`src/rtl/op_arbiter.sv`:
```
// op_arbiter: round-robin arbiter that hands the shared add/shr units to one
// requester at a time, steers that requester's operands onto the shared
// operand buses, and forces a release if the owner never reports done.
module op_arbiter #(
  parameter int NREQ    = 4,
  parameter int TIMEOUT = 1023
) (
  input  logic                 clk,
  input  logic                 reset,
  input  logic [NREQ-1:0]      req,
  input  logic [NREQ-1:0]      done_in,
  output logic [NREQ-1:0]      start_out,
  output logic [NREQ-1:0]      grant,
  output logic                 busy,
  output logic                 timeout_err,
  input  logic [16*NREQ-1:0]   add_a_req,
  input  logic [16*NREQ-1:0]   add_b_req,
  input  logic [16*NREQ-1:0]   shr_a_req,
  input  logic [16*NREQ-1:0]   shr_b_req,
  output logic [15:0]          add_a,
  output logic [15:0]          add_b,
  output logic [15:0]          shr_a,
  output logic [15:0]          shr_b,
  input  logic [15:0]          add_in,
  input  logic [15:0]          shr_in
);

  localparam int OW = $clog2(NREQ);

  typedef enum logic [1:0] {
    IDLE    = 2'd0,
    START   = 2'd1,
    BUSY    = 2'd2,
    RELEASE = 2'd3
  } state_t;

  state_t          state;
  state_t          state_next;
  logic [OW-1:0]   last_owner;
  logic [OW-1:0]   owner;
  logic [OW-1:0]   idx;
  logic [NREQ-1:0] win_onehot;
  logic            win_valid;
  logic [9:0]      wdog;
  logic            owner_done;
  logic            wdog_expire;
  logic            unused_results;

  // The unit results go straight back to the requesters outside this block.
  assign unused_results = ^{add_in, shr_in};

  // Only the current owner's done pulse counts; other bits are ignored.
  assign owner_done  = |(done_in & grant);
  assign wdog_expire = (wdog == 10'(TIMEOUT - 1));

  // Round-robin pick: scan from the requester after the last owner.
  always_comb begin
    win_valid  = 1'b0;
    win_onehot = '0;
    idx        = '0;
    for (int i = 0; i < NREQ; i++) begin
      idx = OW'((int'(last_owner) + 1 + i) % NREQ);
      if (!win_valid && req[idx]) begin
        win_valid       = 1'b1;
        win_onehot[idx] = 1'b1;
      end
    end
  end

  // Encode the one-hot grant into an index for the round-robin pointer.
  always_comb begin
    owner = '0;
    for (int i = 0; i < NREQ; i++) begin
      if (grant[i]) owner = OW'(i);
    end
  end

  // State register.
  always_ff @(posedge clk or negedge reset) begin
    if (!reset) state <= IDLE;
    else        state <= state_next;
  end

  // Next-state logic; RELEASE always returns to IDLE to force a gap between owners.
  always_comb begin
    state_next = state;
    case (state)
      IDLE:    if (win_valid) state_next = START;
      START:   state_next = BUSY;
      BUSY:    if (owner_done || wdog_expire) state_next = RELEASE;
      RELEASE: state_next = IDLE;
      default: state_next = IDLE;
    endcase
  end

  // Grant, watchdog, timeout pulse and round-robin pointer registers.
  always_ff @(posedge clk or negedge reset) begin
    if (!reset) begin
      grant       <= '0;
      wdog        <= '0;
      timeout_err <= 1'b0;
      last_owner  <= OW'(NREQ - 1);
    end else begin
      timeout_err <= 1'b0;
      case (state)
        IDLE: begin
          if (win_valid) grant <= win_onehot;
        end
        START: begin
          wdog <= '0;
        end
        BUSY: begin
          if (!owner_done) begin
            if (wdog != 10'(TIMEOUT)) wdog <= wdog + 10'd1;
            if (wdog_expire) timeout_err <= 1'b1;
          end
        end
        RELEASE: begin
          last_owner <= owner;
          grant      <= '0;
        end
        default: ;
      endcase
    end
  end

  // Start pulse lasts exactly the START cycle; busy follows the held grant.
  always_comb begin
    start_out = (state == START) ? grant : '0;
    busy      = |grant;
  end

  // Operand mux driven from the registered one-hot grant; all zero when idle.
  always_comb begin
    add_a = '0;
    add_b = '0;
    shr_a = '0;
    shr_b = '0;
    for (int k = 0; k < NREQ; k++) begin
      if (grant[k]) begin
        add_a = add_a | add_a_req[16*k +: 16];
        add_b = add_b | add_b_req[16*k +: 16];
        shr_a = shr_a | shr_a_req[16*k +: 16];
        shr_b = shr_b | shr_b_req[16*k +: 16];
      end
    end
  end

endmodule

```
`config.mk`:
```
export PLATFORM = sky130hd
export DESIGN_NAME = op_arbiter
export DESIGN_NICKNAME = d
export VERILOG_FILES = /design/src/rtl/op_arbiter.sv
export SDC_FILE = /design/constraint.sdc
export NUM_CORES = 1
export LEC_CHECK = 0
export CORE_AREA = 5 5 143 145
export DETAILED_ROUTE_END_ITERATION = 16
export DIE_AREA = 0 0 148 150
export SLEW_MARGIN = 25
export SYNTH_ARGS = -nofsm -noshare
export SYNTH_HDL_FRONTEND = slang
export SYNTH_SLANG_ARGS = --single-unit
```
`constraint.sdc`:
```
create_clock -name clk -period 3.1 [get_ports clk]
set_clock_uncertainty 0.2 [all_clocks]
set_input_delay 0.93 -clock clk [delete_from_list [all_inputs] [get_ports clk]]
set_output_delay 0.93 -clock clk [all_outputs]
set_load 0.02 [all_outputs]
```
; Word level (Yosys, flattened, before mapping)
; Index checks and enable logic that the tools add are counted.
[classes]
addsub = 5
magnitude_cmp = 8
n_eq_ne = 9
muxes = 55
n_bitwise = 16
reduce_logical = 19
[ops]
columns = cell, count
row1 = $mux W16, 16
row2 = $or A16 B16 Y16, 12
row3 = $mux W4, 6
row4 = $mux W10, 2
row5 = $pmux W10 S2, 1
row6 = $mux W1, 16
row7 = $lt A2 B3 Y1 const B, 4
row8 = $or A4 B4 Y4, 3
row9 = $add A10 B1 Y10 const B, 1
row10 = $eq A10 B10 Y1 const B, 1
row11 = $ne A10 B10 Y1 const B, 1
row12 = $bmux W1 S2, 4
row13 = $demux W1 S2, 4
row14 = $ge A2 B1 Y1 const B, 4
row15 = $mux W2, 4
row16 = $ne A2 B2 Y1 const B, 4
row17 = $pmux W2 S4, 1
row18 = $pmux W4 S2, 1
row19 = $reduce_or A4 Y1, 2
row20 = $logic_and A1 B1 Y1, 7
row21 = $add A2 B2 Y2 const B, 3
row22 = $and A4 B4 Y4, 1
row23 = $eq A2 B2 Y1 const B, 2
row24 = $reduce_and A2 Y1, 2
row25 = other kinds (7), 10
[word_totals]
ff_bits = 19

; Logic depth before layout (Yosys ltp)
[depth]
depth_word = 15
ltp_mapped = 8
ltp_nobuf = 7

; Least setup slack after synthesis
; OpenSTA, ideal clock, no wires.
[synth_path]
path_kind = flip-flop to output port
from = reg grant[2]
to = out add_a[0]
arrival_ns = 1.521
path_slack_ns = 0.449
path_stages_with_launch = 6
path_cell_list = dfrtp_1 clkbuf_1 clkbuf_1 buf_1 a22oi_1 nand2_1
[synth_via]
elab_chain_len = 3
[synth_lines]
columns = element, line_no
row1 = from (decl), 13  ; output logic [NREQ-1:0] grant,
row2 = from (signal assigned), 107  ; if (win_valid) grant <= win_onehot;
row3 = $mux W16 (*), 140  ; if (grant[k]) begin
row4 = $or A16 B16 Y16, 141  ; add_a = add_a | add_a_req[16*k +: 16];
row5 = $mux W16 (*), 140
row6 = to (decl), 20  ; output logic [15:0] add_a,
; Every way passes the cells marked *; elsewhere a longest branch is shown, timed or not.

; Worst setup path in the final report
[layout_path]
from = in shr_a_req[42]
to = out shr_a[10]
[layout_via]
elab_chain_len = 4
[layout_lines]
columns = element, line_no
row1 = from (decl), 18  ; input logic [16*NREQ-1:0] shr_a_req,
row2 = $or A16 B16 Y16 (*), 143  ; shr_a = shr_a | shr_a_req[16*k +: 16];
row3 = $mux W16 (*), 140
row4 = $or A16 B16 Y16, 143
row5 = $mux W16 (*), 140
row6 = to (decl), 22  ; output logic [15:0] shr_a,
; Marks and branches as above.

==> impl_summary.md <==
STA
The slew at the pin with the worst max-slew slack is 0.436 ns. The post-route worst hold slack is around 0.34 ns. The normalized max-slew margin is a little over two thirds. Setup violations remaining at the end of the flow were counted as 0.

The final hold violation count is 0. The timing-limited maximum frequency is around 330 MHz. The final clock period utilization by the worst path is 98.8%.

The number of pins with negative max-slew slack in the final report is 0. After layout, the minimum clock period comes to 3.06 ns.

CTS
The clock net in this run drives a total of 19 sinks. The clock passes through at most 2 buffers. In this run the clock root is driven by a sky130_fd_sc_hd__clkbuf_16. CTS built an H-tree with a depth of 1. Counting the buffers created by CTS gives 3. The number of setup buffers added after CTS is 0. The clock transition at the register clock pins on the worst setup and hold paths after CTS is 0.06 ns. For the worst-skew pair, the clock arrives at the later sink with an insertion delay of 0.25 ns. TritonCTS built the clock tree.

Synth
The most frequently used flop master after synthesis is sky130_fd_sc_hd__dfrtp_1. The number of synthesized register bits is 19. The count of cell types in the netlist is 54. The gate count of the mapped netlist is between 300 and 400. The count of yosys warnings during synthesis is 0. The fraction of registers with async set or reset after synthesis is 100%. After synthesis, the mean cell area works out to 7.46 um2.

For this run, the register share of the synthesized area comes to between 10% and 20%. The number of nets in the synthesized netlist is just under 700. The library cell with the highest instance count after synthesis is sky130_fd_sc_hd__a22oi_1. Sorting the synthesized cells by how often they occur yields 128 x sky130_fd_sc_hd__a22oi_1, 72 x sky130_fd_sc_hd__nand2_1, 22 x sky130_fd_sc_hd__clkbuf_1.

The share of Yosys cell area claimed by the top area cell type is between 30% and 40%. Ranked by total cell area, the synthesized netlist is headed by sky130_fd_sc_hd__a22oi_1 34%, sky130_fd_sc_hd__dfrtp_1 15%, sky130_fd_sc_hd__nand2_1 9.5%. In this run, synthesis inferred 0 flip-flops with an integrated enable. In this run the cell area of the synthesized design comes to around 2800 um2. sky130_fd_sc_hd__a22oi_1 takes more of the synthesized area than any other cell.

Placed design
The estimated wirelength of the detail-placed design is around 15000 um. Buffers placed on the I/O ports in this run total around 340. Routability-driven placement finished with a final weighted congestion of between 0.7 and 0.8.

Floorplanning
The floorplan step set the die height to 150 um. The region available for standard cell placement spans between 15000 and 20000 um2. For this configuration, the core starts out at a cell density of about 15%. The floorplan has 51 rows. The count of boundary I/O pins is approximately 370.

The die area is roughly 22000 um2. The width of the die is around 150 um.

Worst setup path
The startpoint class of the critical path is an input pin. Along the worst path, the maximum fanout reaches 1. The arrival time of the worst setup path is about 1.9 ns.

The kind of critical path is in -> out. At the worst endpoint, the required time is just under 2 ns. The worst setup path is captured at an output port.

Power
The analysis attributes to cell leakage a power of approximately 0.0028 uW. The worst-case vdd ir drop is about 0.27 mV. For this design the ratio of total power to cell area is ~760 nW/um2. The total power is 5100 uW.

Global route
Global routing used between 15 and 20% of the available met1 tracks. The global-route wire length before repair is between 20000 and 30000 um. Entering global routing, the biggest net connects 42 pins.

The via count of the first global-routing pass came to 4280. The initial antenna violation count is 2. After global routing the overflow that remains totals 0. The busiest layer in global routing is met2. Global routing used between 10 and 15% of the available tracks across all layers.

For this run, global-route usage on met3 was measured as approximately 2.4%. The met2 track demand over resource is a little over a quarter.

Layout
The fraction of final layout cells sized beyond drive strength 1 is a little over a tenth. The final layout contains around 1000 nets. Once layout is complete, the utilization of the core stands at between 30% and 40%. The layout-stage area growth over the synthesis result is 135%.

Worst hold path
The worst hold path belongs to the class reg -> reg.

Route
The detailed router finished its first iteration with between 200 and 250 violations. The detailed-routing iteration count for the pre-antenna-repair pass is 4. The remaining routing DRC violations is 0. After detailed routing, the total wire length is 17900 um. Dividing the detail-routed wire length by the instance count gives approximately 19 um.

Dividing the detail-routed via count by the number of cells gives between 4 and 5. The remaining antenna violation count is 0. The routed layout has between 4000 and 5000 vias.

Run
Max-cap violations in this run came to 0.

Run status
The flow ran to the end, and the final reports show no timing, DRC or antenna violations.
## sequential cells by signal, summed over array words and instances (netlist names)
register,cells
wdog,10
last_owner,2
state,2
timeout_err,1
grant,4
## cell type report
class	count	area, um2
Timing Repair Buffer	360	3520
Multi-Input combinational cell	318	2240
Inverter	13	48.8
Fill cell	1966	12400
Antenna cell	2	5.00
Sequential cell	19	483
Clock inverter	1	5.00
Clock buffer	3	75.1
Tap cell	238	298
## worst max-delay path, cell delays in order
cell                              delay (ns)
sky130_fd_sc_hd__clkdlybuf4s50_1        0.41
sky130_fd_sc_hd__a22oi_2                0.21
sky130_fd_sc_hd__nand2_1                0.08
sky130_fd_sc_hd__clkdlybuf4s15_1        0.29
## through the flow
step	setup WS [ns]	setup TNS, ns	area, um2	std cells
4_1_cts	0.00949	0	6700	952
3_3_place_gp	-0.326	-11.93	6650	948
5_1_grt	-0.0137	-0.0137	6680	954
2_1_floorplan	0.449	0	2840	381
3_5_place_dp	-0.318	-12.09	6650	948
6_report	0.0377	0	6680	954
## report_power, final
group          switching (uW)  internal, uW
registers                 135           327
clock network            96.2           173
logic                    2470          1900
## path summary, 6_finish.rpt
path	from	to	slack, ns	depth (start not counted)
worst min register to register	wdog[7]	wdog[7]	0.34	2
worst min-delay path	wdog[7]	wdog[7]	0.34	2
min in group asynchronous	reset	wdog[8]	0.82	2
worst max register to register	last_owner[0]	grant[1]	0.36	7
max in group asynchronous	reset	last_owner[0]	1.61	2
worst max-delay path	shr_a_req[42]	shr_a[10]	0.04	4
## per-layer routing
metal,share of wire (%),wire length [um]
met5,0,0
met4,1.6,291
met3,6.0,1080
met2,52,9340
met1,40,7230
## layout by cell type, fill, tap and decap left out, drive strengths merged, types with 3 or more instances in the layout
cell type        n
dfrtp           17
ha              14
inv             13
nor2            15
o21ai           11
o31ai            4
nand2           72
clkdlybuf4s50  275
or4              3
mux2             3
nand3            7
o211ai           3
dlygate4sd2     25
mux2i            3
clkbuf          18
xnor2            4
a21oi            3
a22oi          129
and2             4
or3              3
buf             24
clkdlybuf4s15   21
nor3             3
## what timing repair did
item	4_1_cts	5_1_grt
pin swaps	3	0
endpoints found under the setup margin	61	37
hold buffers	0	0
gates resized for setup	72	50
## kinds of logic (layout without fill, tap and decap cells)
family | count (synthesis) | count (layout) | synth area share (%)
buf+inv | 44 | 377 | 6.07
xor+xnor | 4 | 4 | 1.23
compound gates | 165 | 165 | 44.4
fa+ha+maj | 14 | 14 | 6.16
simple gates | 128 | 128 | 21.9
flops | 19 | 19 | 16.8
mux | 7 | 7 | 3.43
other cells | 0 | 2 | 0
No activity file was read; power rests on OpenSTA's default activity.
